[config.mk]
export PLATFORM = sky130hd
export DESIGN_NAME = traffic_path_scheduler
export DESIGN_NICKNAME = d
export VERILOG_FILES = /design/src/rtl/traffic_path_scheduler.sv
export SDC_FILE = /design/constraint.sdc
export NUM_CORES = 1
export LEC_CHECK = 0
export CORE_UTILIZATION = 55
export CTS_CLUSTER_SIZE = 16
export DETAILED_ROUTE_END_ITERATION = 16
export GPL_TIMING_DRIVEN = 0
export PLACE_DENSITY = 0.83
export SKIP_CTS_REPAIR_TIMING = 1
export SLEW_MARGIN = 10
export SYNTH_ARGS = -nofsm -noshare
export SYNTH_HDL_FRONTEND = slang
export SYNTH_SLANG_ARGS = --single-unit
[constraint.sdc]
create_clock -name clk -period 4.2 [get_ports clk]
set_input_delay 0.84 -clock clk [delete_from_list [all_inputs] [get_ports clk]]
set_output_delay 0.84 -clock clk [all_outputs]
set_load 0.005 [all_outputs]
[src/rtl/traffic_path_scheduler.sv]
// traffic_path_scheduler
// Round-robin green-phase scheduler for four intersection approaches.
// Each green is bounded by MIN_GREEN/MAX_GREEN dwell, and every green is
// followed by exactly CLEAR cycles of clearance before path_index may move.
// Pedestrian presses are latched in walk_pending until their path is granted.
module traffic_path_scheduler #(
   parameter int MIN_GREEN = 8,
   parameter int MAX_GREEN = 32,
   parameter int CLEAR     = 4,
   parameter int CNT_W     = 6
) (
   input  logic       clk,
   input  logic       rstn,
   input  logic [3:0] car_req,
   input  logic [3:0] walk_btn,
   output logic [1:0] path_index,
   output logic       green,
   output logic       clear,
   output logic       walk_serve,
   output logic [3:0] walk_pending
);

   localparam logic [1:0] ST_IDLE  = 2'd0;
   localparam logic [1:0] ST_GREEN = 2'd1;
   localparam logic [1:0] ST_CLEAR = 2'd2;

   localparam logic [CNT_W-1:0] MIN_LAST   = CNT_W'(MIN_GREEN - 1);
   localparam logic [CNT_W-1:0] MAX_LAST   = CNT_W'(MAX_GREEN - 1);
   localparam logic [CNT_W-1:0] CLEAR_LAST = CNT_W'(CLEAR - 1);

   logic [1:0]       r_state;
   logic [CNT_W-1:0] r_timer;
   logic [1:0]       r_last;

   logic [3:0] w_req;
   logic [3:0] w_other;
   logic [1:0] w_pick;
   logic       w_arb;
   logic       w_grant;
   logic       w_green_exit;
   logic [3:0] w_pending_nxt;

   // Any live request: vehicle presence, latched walks, or a press this cycle.
   assign w_req   = car_req | walk_pending | walk_btn;
   assign w_other = w_req & ~(4'b0001 << path_index);

   // Round-robin pick: first requesting path after the last granted one.
   always_comb begin
      // NOTE: every output of a combinational block gets a default first;
      // without it an unassigned path infers a latch.
      w_pick = r_last;
      // Scan farthest-first so the nearest requester (smallest k) wins.
      for (int k = 4; k >= 1; k--) begin
         if (w_req[r_last + 2'(k)]) w_pick = r_last + 2'(k);
      end
   end

   // Arbitration happens only while idle or on the final clearance cycle.
   assign w_arb   = (r_state == ST_IDLE) ||
                    ((r_state == ST_CLEAR) && (r_timer == CLEAR_LAST));
   assign w_grant = w_arb && (w_req != 4'b0000);

   // Green ends at MAX, or after MIN once someone else waits or the car left.
   assign w_green_exit = (r_state == ST_GREEN) &&
                         (((r_timer >= MIN_LAST) &&
                           ((w_other != 4'b0000) || !car_req[path_index])) ||
                          (r_timer == MAX_LAST));

   // Latch new presses; a grant clears its path, winning over a same-cycle press.
   assign w_pending_nxt = (walk_pending | walk_btn) &
                          ~(w_grant ? (4'b0001 << w_pick) : 4'b0000);

   // Phase sequencing, dwell timer and all registered outputs.
   always_ff @(posedge clk or negedge rstn) begin
      if (!rstn) begin
         r_state      <= ST_IDLE;
         r_timer      <= '0;
         r_last       <= 2'd3;
         path_index   <= 2'd0;
         green        <= 1'b0;
         clear        <= 1'b0;
         walk_serve   <= 1'b0;
         walk_pending <= 4'b0000;
      end else begin
         // NOTE: state registers use non-blocking assignment so every
         // right-hand side sees pre-edge values regardless of statement order.
         walk_pending <= w_pending_nxt;
         if (w_grant) begin
            r_state    <= ST_GREEN;
            r_timer    <= '0;
            r_last     <= w_pick;
            path_index <= w_pick;
            green      <= 1'b1;
            clear      <= 1'b0;
            walk_serve <= walk_pending[w_pick] | walk_btn[w_pick];
         end else begin
            case (r_state)
               ST_GREEN: begin
                  if (w_green_exit) begin
                     r_state    <= ST_CLEAR;
                     r_timer    <= '0;
                     green      <= 1'b0;
                     clear      <= 1'b1;
                     walk_serve <= 1'b0;
                  end else begin
                     r_timer <= r_timer + 1'b1;
                  end
               end
               ST_CLEAR: begin
                  if (r_timer == CLEAR_LAST) begin
                     // Clearance done with nothing waiting: fall back to idle.
                     r_state <= ST_IDLE;
                     r_timer <= '0;
                     clear   <= 1'b0;
                  end else begin
                     r_timer <= r_timer + 1'b1;
                  end
               end
               default: begin
                  r_state    <= ST_IDLE;
                  r_timer    <= '0;
                  green      <= 1'b0;
                  clear      <= 1'b0;
                  walk_serve <= 1'b0;
               end
            endcase
         end
      end
   end

endmodule

### After elaboration in Yosys (flattened, before gate mapping)

Cells that the tools add are included.

| operators by class | value |
|---|---|
| add/subtract/negate cells | 4 |
| order comparisons | 6 |
| eq/ne operators | 7 |
| shift-type cells | 2 |
| multiplexer cells | 32 |
| bitwise gates (word level) | 8 |
| reduce and logical (&&, ||, !) cells | 13 |

Operator list:

| operator | number |
|---|---|
| $mux 6 | 3 |
| $lt 2x3->1 const B | 5 |
| $bmux 1 s2 | 6 |
| $mux 1 | 12 |
| $mux 2 | 6 |
| $or 4x4->4 | 3 |
| $pmux 6 s2 | 1 |
| $and 4x4->4 | 2 |
| $not 4->4 | 2 |
| $reduce_bool 4->1 | 2 |
| $shl 1x2->4 const A | 2 |
| $add 6x1->6 const B | 1 |
| $eq 6x2->1 const B | 1 |
| $eq 6x5->1 const B | 1 |
| $ge 6x3->1 const B | 1 |
| $add 2x2->2 const B | 2 |
| $logic_and 1x1->1 | 4 |
| $mux 4 | 1 |
| $pmux 1 s2 | 2 |
| $pmux 2 s2 | 1 |
| $reduce_and 2->1 | 2 |
| $logic_or 1x1->1 | 3 |
| $ne 3x2->1 const B | 1 |
| $ne 3x3->1 const B | 1 |
| other kinds (7) | 7 |

| word-level totals | value |
|---|---|
| flip-flop bits (word level) | 19 |
| input bits | 10 |
| output and inout bits | 9 |
| word-level logic and storage cells | 80 |

### Longest topological paths before layout

| logic depth | value |
|---|---|
| depth after elaboration | 11 |
| mapped depth | 7 |
| mapped depth without buffers | 7 |

### Least setup slack after synthesis

No wires, ideal clock.

| timing path | value |
|---|---|
| path kind | input -> register |
| start | in car_req[3] |
| end | reg walk_serve |
| library setup time | 0.124 ns |
| data arrival time | 2.142 ns |
| slack | 1.934 ns |
| stages | 7 |
| path buffers | 1 |
| cell sequence | or3_4 and2_4 o21bai_1 and3_1 buf_2 a22oi_1 a211o_1 |

| between the ends | value |
|---|---|
| cells in the longest elaborated chain, start to end | 11 |

Ends and longest elaborated chain:

| item | line | source |
|---|---|---|
| from (decl) | 14 | `input logic [3:0] car_req,` |
| $or 4x4->4 (2 in a row) | 44 | `assign w_req = car_req \| walk_pending \| walk_btn;` |
| $bmux 1 s2 | 54 | `if (w_req[r_last + 2'(k)]) w_pick = r_last + 2'(k);` |
| $mux 1 (not written as such) | 54 |  |
| $mux 2 (3 in a row) | 54 |  |
| $bmux 1 s2 | 95 | `walk_serve <= walk_pending[w_pick] \| walk_btn[w_pick];` |
| $mux 1 (not written as such) | 95 |  |
| $or 1x1->1 | 95 |  |
| $mux 1 | 88 | `if (w_grant) begin` |
| to (signal assigned) | 95 |  |
| to (decl) | 19 | `output logic walk_serve,` |

Several ways; a longest one is shown, not always the timed one. The select of a mux whose other input is x is not followed.
A chain may end at the register's enable or synchronous reset.

### Worst setup path in the final report

Ends and elaborated chain as after synthesis.

==> flow_summary.yaml <==
status:
  status: "finished, final reports clean"
worst_hold_path:
  min_path_type: "reg -> reg"
setup_path:
  crit_arrival_ns: 2.83
  start_kind: "input pin"
  slowest_stage: "clkdlybuf4s50_1"
  required_ns: 4.39
  crit_family: "simple AND/OR/NAND/NOR gates"
  crit_type: "in -> reg"
  critPathBufInv: 2
  path_cells: "clkdlybuf4s50_1, or3_4, and2_4, o21bai_1, and3_1, buf_2, a22oi_1, a211o_1"
  cp_slowest_stage_delay_ns: 0.50
  end_kind: "flop"
  crit_fanout: 6
clocking:
  clock-sinks: 18
  cts_buffer_depth: 2
  clockRootBuffer: "clkbuf_4"
  clk_pin_slew_ns: 0.11
  cts_inserted_buffers: 3
  cts_tree: "yes"
  clk-insertion-delay-late_ns: 0.30
  htree_num_levels: 1
synth:
  ys_types: 40
  postSynthCellCount: 112
  ys_top_cells_by_area: "dfrtp_1, dfstp_2, ha_1"
  synth_edf_count: 0
  synth_area_mm2: 0.001069
  ys.flop_type: "dfrtp_1"
  synth_nets: 126
  yosys.area.top_type_share: 0.3747
  ys_seq_area_frac: 0.4239
  async_reset_ff_frac: 1.000
  synth_top_area_cell: "dfrtp_1"
  avgSynthCellArea_um2: 9.540
  synth-warning-count: 0
  ys_seq_elements: 18
placed_design:
  place_congestion: 0.9015
  post_dp_cell_area_mm2: 0.001280
  place_hpwl_um: 1805
  dpl_worst_slack_ns: 1.257
  port_buffers: 18
die:
  num_io_pins: 19
  core_mm2: 0.001764
  num_rows: 15
  dieWidth_um: 46.08
  fp.dieArea_mm2: 0.002123
  start_util: 0.6057
  die_y_um: 46.08
global_routing:
  grt_pass1_vias: 914
  grt_start_max_net_pins: 19
  grt_pass1_wl_um: 3939
  grt_overflow: 0
  antenna_found_initial: 0
  grt_usage: 0.2659
sta:
  rsz0062_at_grt: "no"
  slew_violations: 0
  finalSetupViolCount: 0
  fin_crit_ns: 2.640
  tightest_slew_ns: 0.8278
  layout_setup_ws_ns: 1.560
  hold_viol_final: 0
  fin_skew_ns: 0.001153
  fin_setup_tns_ns: 0
  holdWs_ns: 0.4726
  slew_headroom: 0.4464
  fin_crit_sh: 0.6286
  max_freq_mhz: 378.8
drt:
  via_count: 945
  drtIter0Drc: 46
  drt-vias-per-instance: 5.943
  firstDrtPassIters: 5
  wl_um: 2424
  drc_errors: 0
  drtAntennaViolNets: 0
  avgRoutedWirePerCell_um: 15.25
cells_and_area:
  syn2layout_area_growth_pct: 23.18
  antenna_cells: 0
  fin_util: 0.7461
  drive_gt1_frac: 0.1119
  layout.nets: 149
  final_design_area_no_fill_mm2: 0.001316
power_and_ir_drop:
  p_comb_frac: 0.525
  p_per_area_mw_per_mm2: 659.3
  p_sw_frac: 0.3955
  p_int_mw: 0.5247
  ir_drop_uv: 478.1
  share_seq_of_total_power: 0.349
  netSwitchingPower_mw: 0.3432
  pwr-share-clk: 0.126
  cellLeakagePower_nw: 0.5555
job:
  drv_cap: 0
## worst reg2reg max path, delay by kind of cell, from the launching register on
family	cells	cell delay, ns
flops	1	0.44
simple gates	3	0.54
compound gates	3	1.06
## routing by layer
layer | wire, um | share of wire | track usage | vias to the layer above
li1 | - | - | - | 459
met1 | 1131 | 0.47 | 0.3662 | 441
met2 | 1118 | 0.46 | 0.4282 | 39
met3 | 157 | 0.065 | 0.05882 | 6
met4 | 17 | 0.0070 | 0.05882 | 0
met5 | 0 | 0 | 0 | -
## cells by family (layout without fill, tap and decap cells)
logic type                 after synthesis  in the layout  share of synthesized area
xor gates and xnor gates                 4              4                    0.03279
and+or+nand+nor                         43             43                     0.2143
muxes                                    1              1                   0.009368
adders and majority gates                4              4                    0.04684
DFF                                     18             18                     0.4239
AOI/OAI and AO/OA                       36             36                     0.2506
buffers and inverters                    6             28                    0.02224
## placed cells by master, fill, tap and decap left out, types with 2 or more instances in the layout
cell type and instances:
nor2b_1 3, a211oi_1 2, nand3b_1 2, inv_1 3
nor2_1 13, clkdlybuf4s50_1 18, a21oi_1 4, dfrtp_1 16
o21bai_1 2, clkbuf_4 3, a21o_1 3, ha_1 4
nor3_2 2, nand3_1 2, nor3_1 6, a211o_1 2
and3_1 4, o22a_1 2, xor2_1 3, o21ai_0 5
a31oi_1 4, dfstp_2 2, o21a_1 3, nand2_1 7
## registers in the layout, summed over array words and instances (netlist names)
signal	cells
r_state	1
r_timer	6
walk_serve	1
walk_pending	4
path_index	2
green	1
r_last	2
clear	1
## path summary, 6_finish.rpt
path	slack (ns)	to	cells past startpoint	startpoint
worst min-delay path	0.47	r_timer[0]	1	r_timer[0]
max in group asynchronous	2.69	walk_pending[0]	1	rstn
worst max register to register	2.06	walk_serve	6	path_index[0]
min in group asynchronous	1.01	r_timer[4]	1	rstn
worst max-delay path	1.56	walk_serve	8	car_req[3]
worst min register to register	0.47	r_timer[0]	1	r_timer[0]
## final cells by class
| type | instances | area (um2) |
|---|---|---|
| Fill cell | 149 | 447.9 |
| Inverter | 4 | 15.01 |
| Buffer | 2 | 8.758 |
| Tap cell | 25 | 31.28 |
| Timing Repair Buffer | 18 | 180.2 |
| Multi-Input combinational cell | 88 | 591.8 |
| Sequential cell | 18 | 452.9 |
| Clock buffer | 4 | 36.28 |
## per-stage QoR
| step | cells | power (mW) |
|---|---|---|
| floorplan | 112 | 0.5834 |
| global placement | 155 | 0.7363 |
| detailed placement | 155 | 0.7536 |
| CTS | 159 | 0.8678 |
| global route | 159 | 0.9329 |
| finish | 159 | 0.8679 |
## synth_stat cells, types with 2 or more instances
master	number
dfrtp_1	16
nor2_1	13
nand2_1	7
nor3_1	6
o21ai_0	5
a21oi_1	4
a31oi_1	4
and3_1	4
ha_1	4
a21o_1	3
inv_1	3
nor2b_1	3
o21a_1	3
xor2_1	3
a211o_1	2
a211oi_1	2
dfstp_2	2
nand3_1	2
nand3b_1	2
nor3_2	2
o21bai_1	2
o22a_1	2
## power groups by stage
stage	Sequential [mW]	Combinational, mW	Clock (mW)
floorplan	0.297	0.287	0
global placement	0.300	0.436	0
detailed placement	0.303	0.450	0
CTS	0.301	0.455	0.112
global route	0.310	0.504	0.119
finish	0.303	0.456	0.110
(Power assumes the default switching activity.)
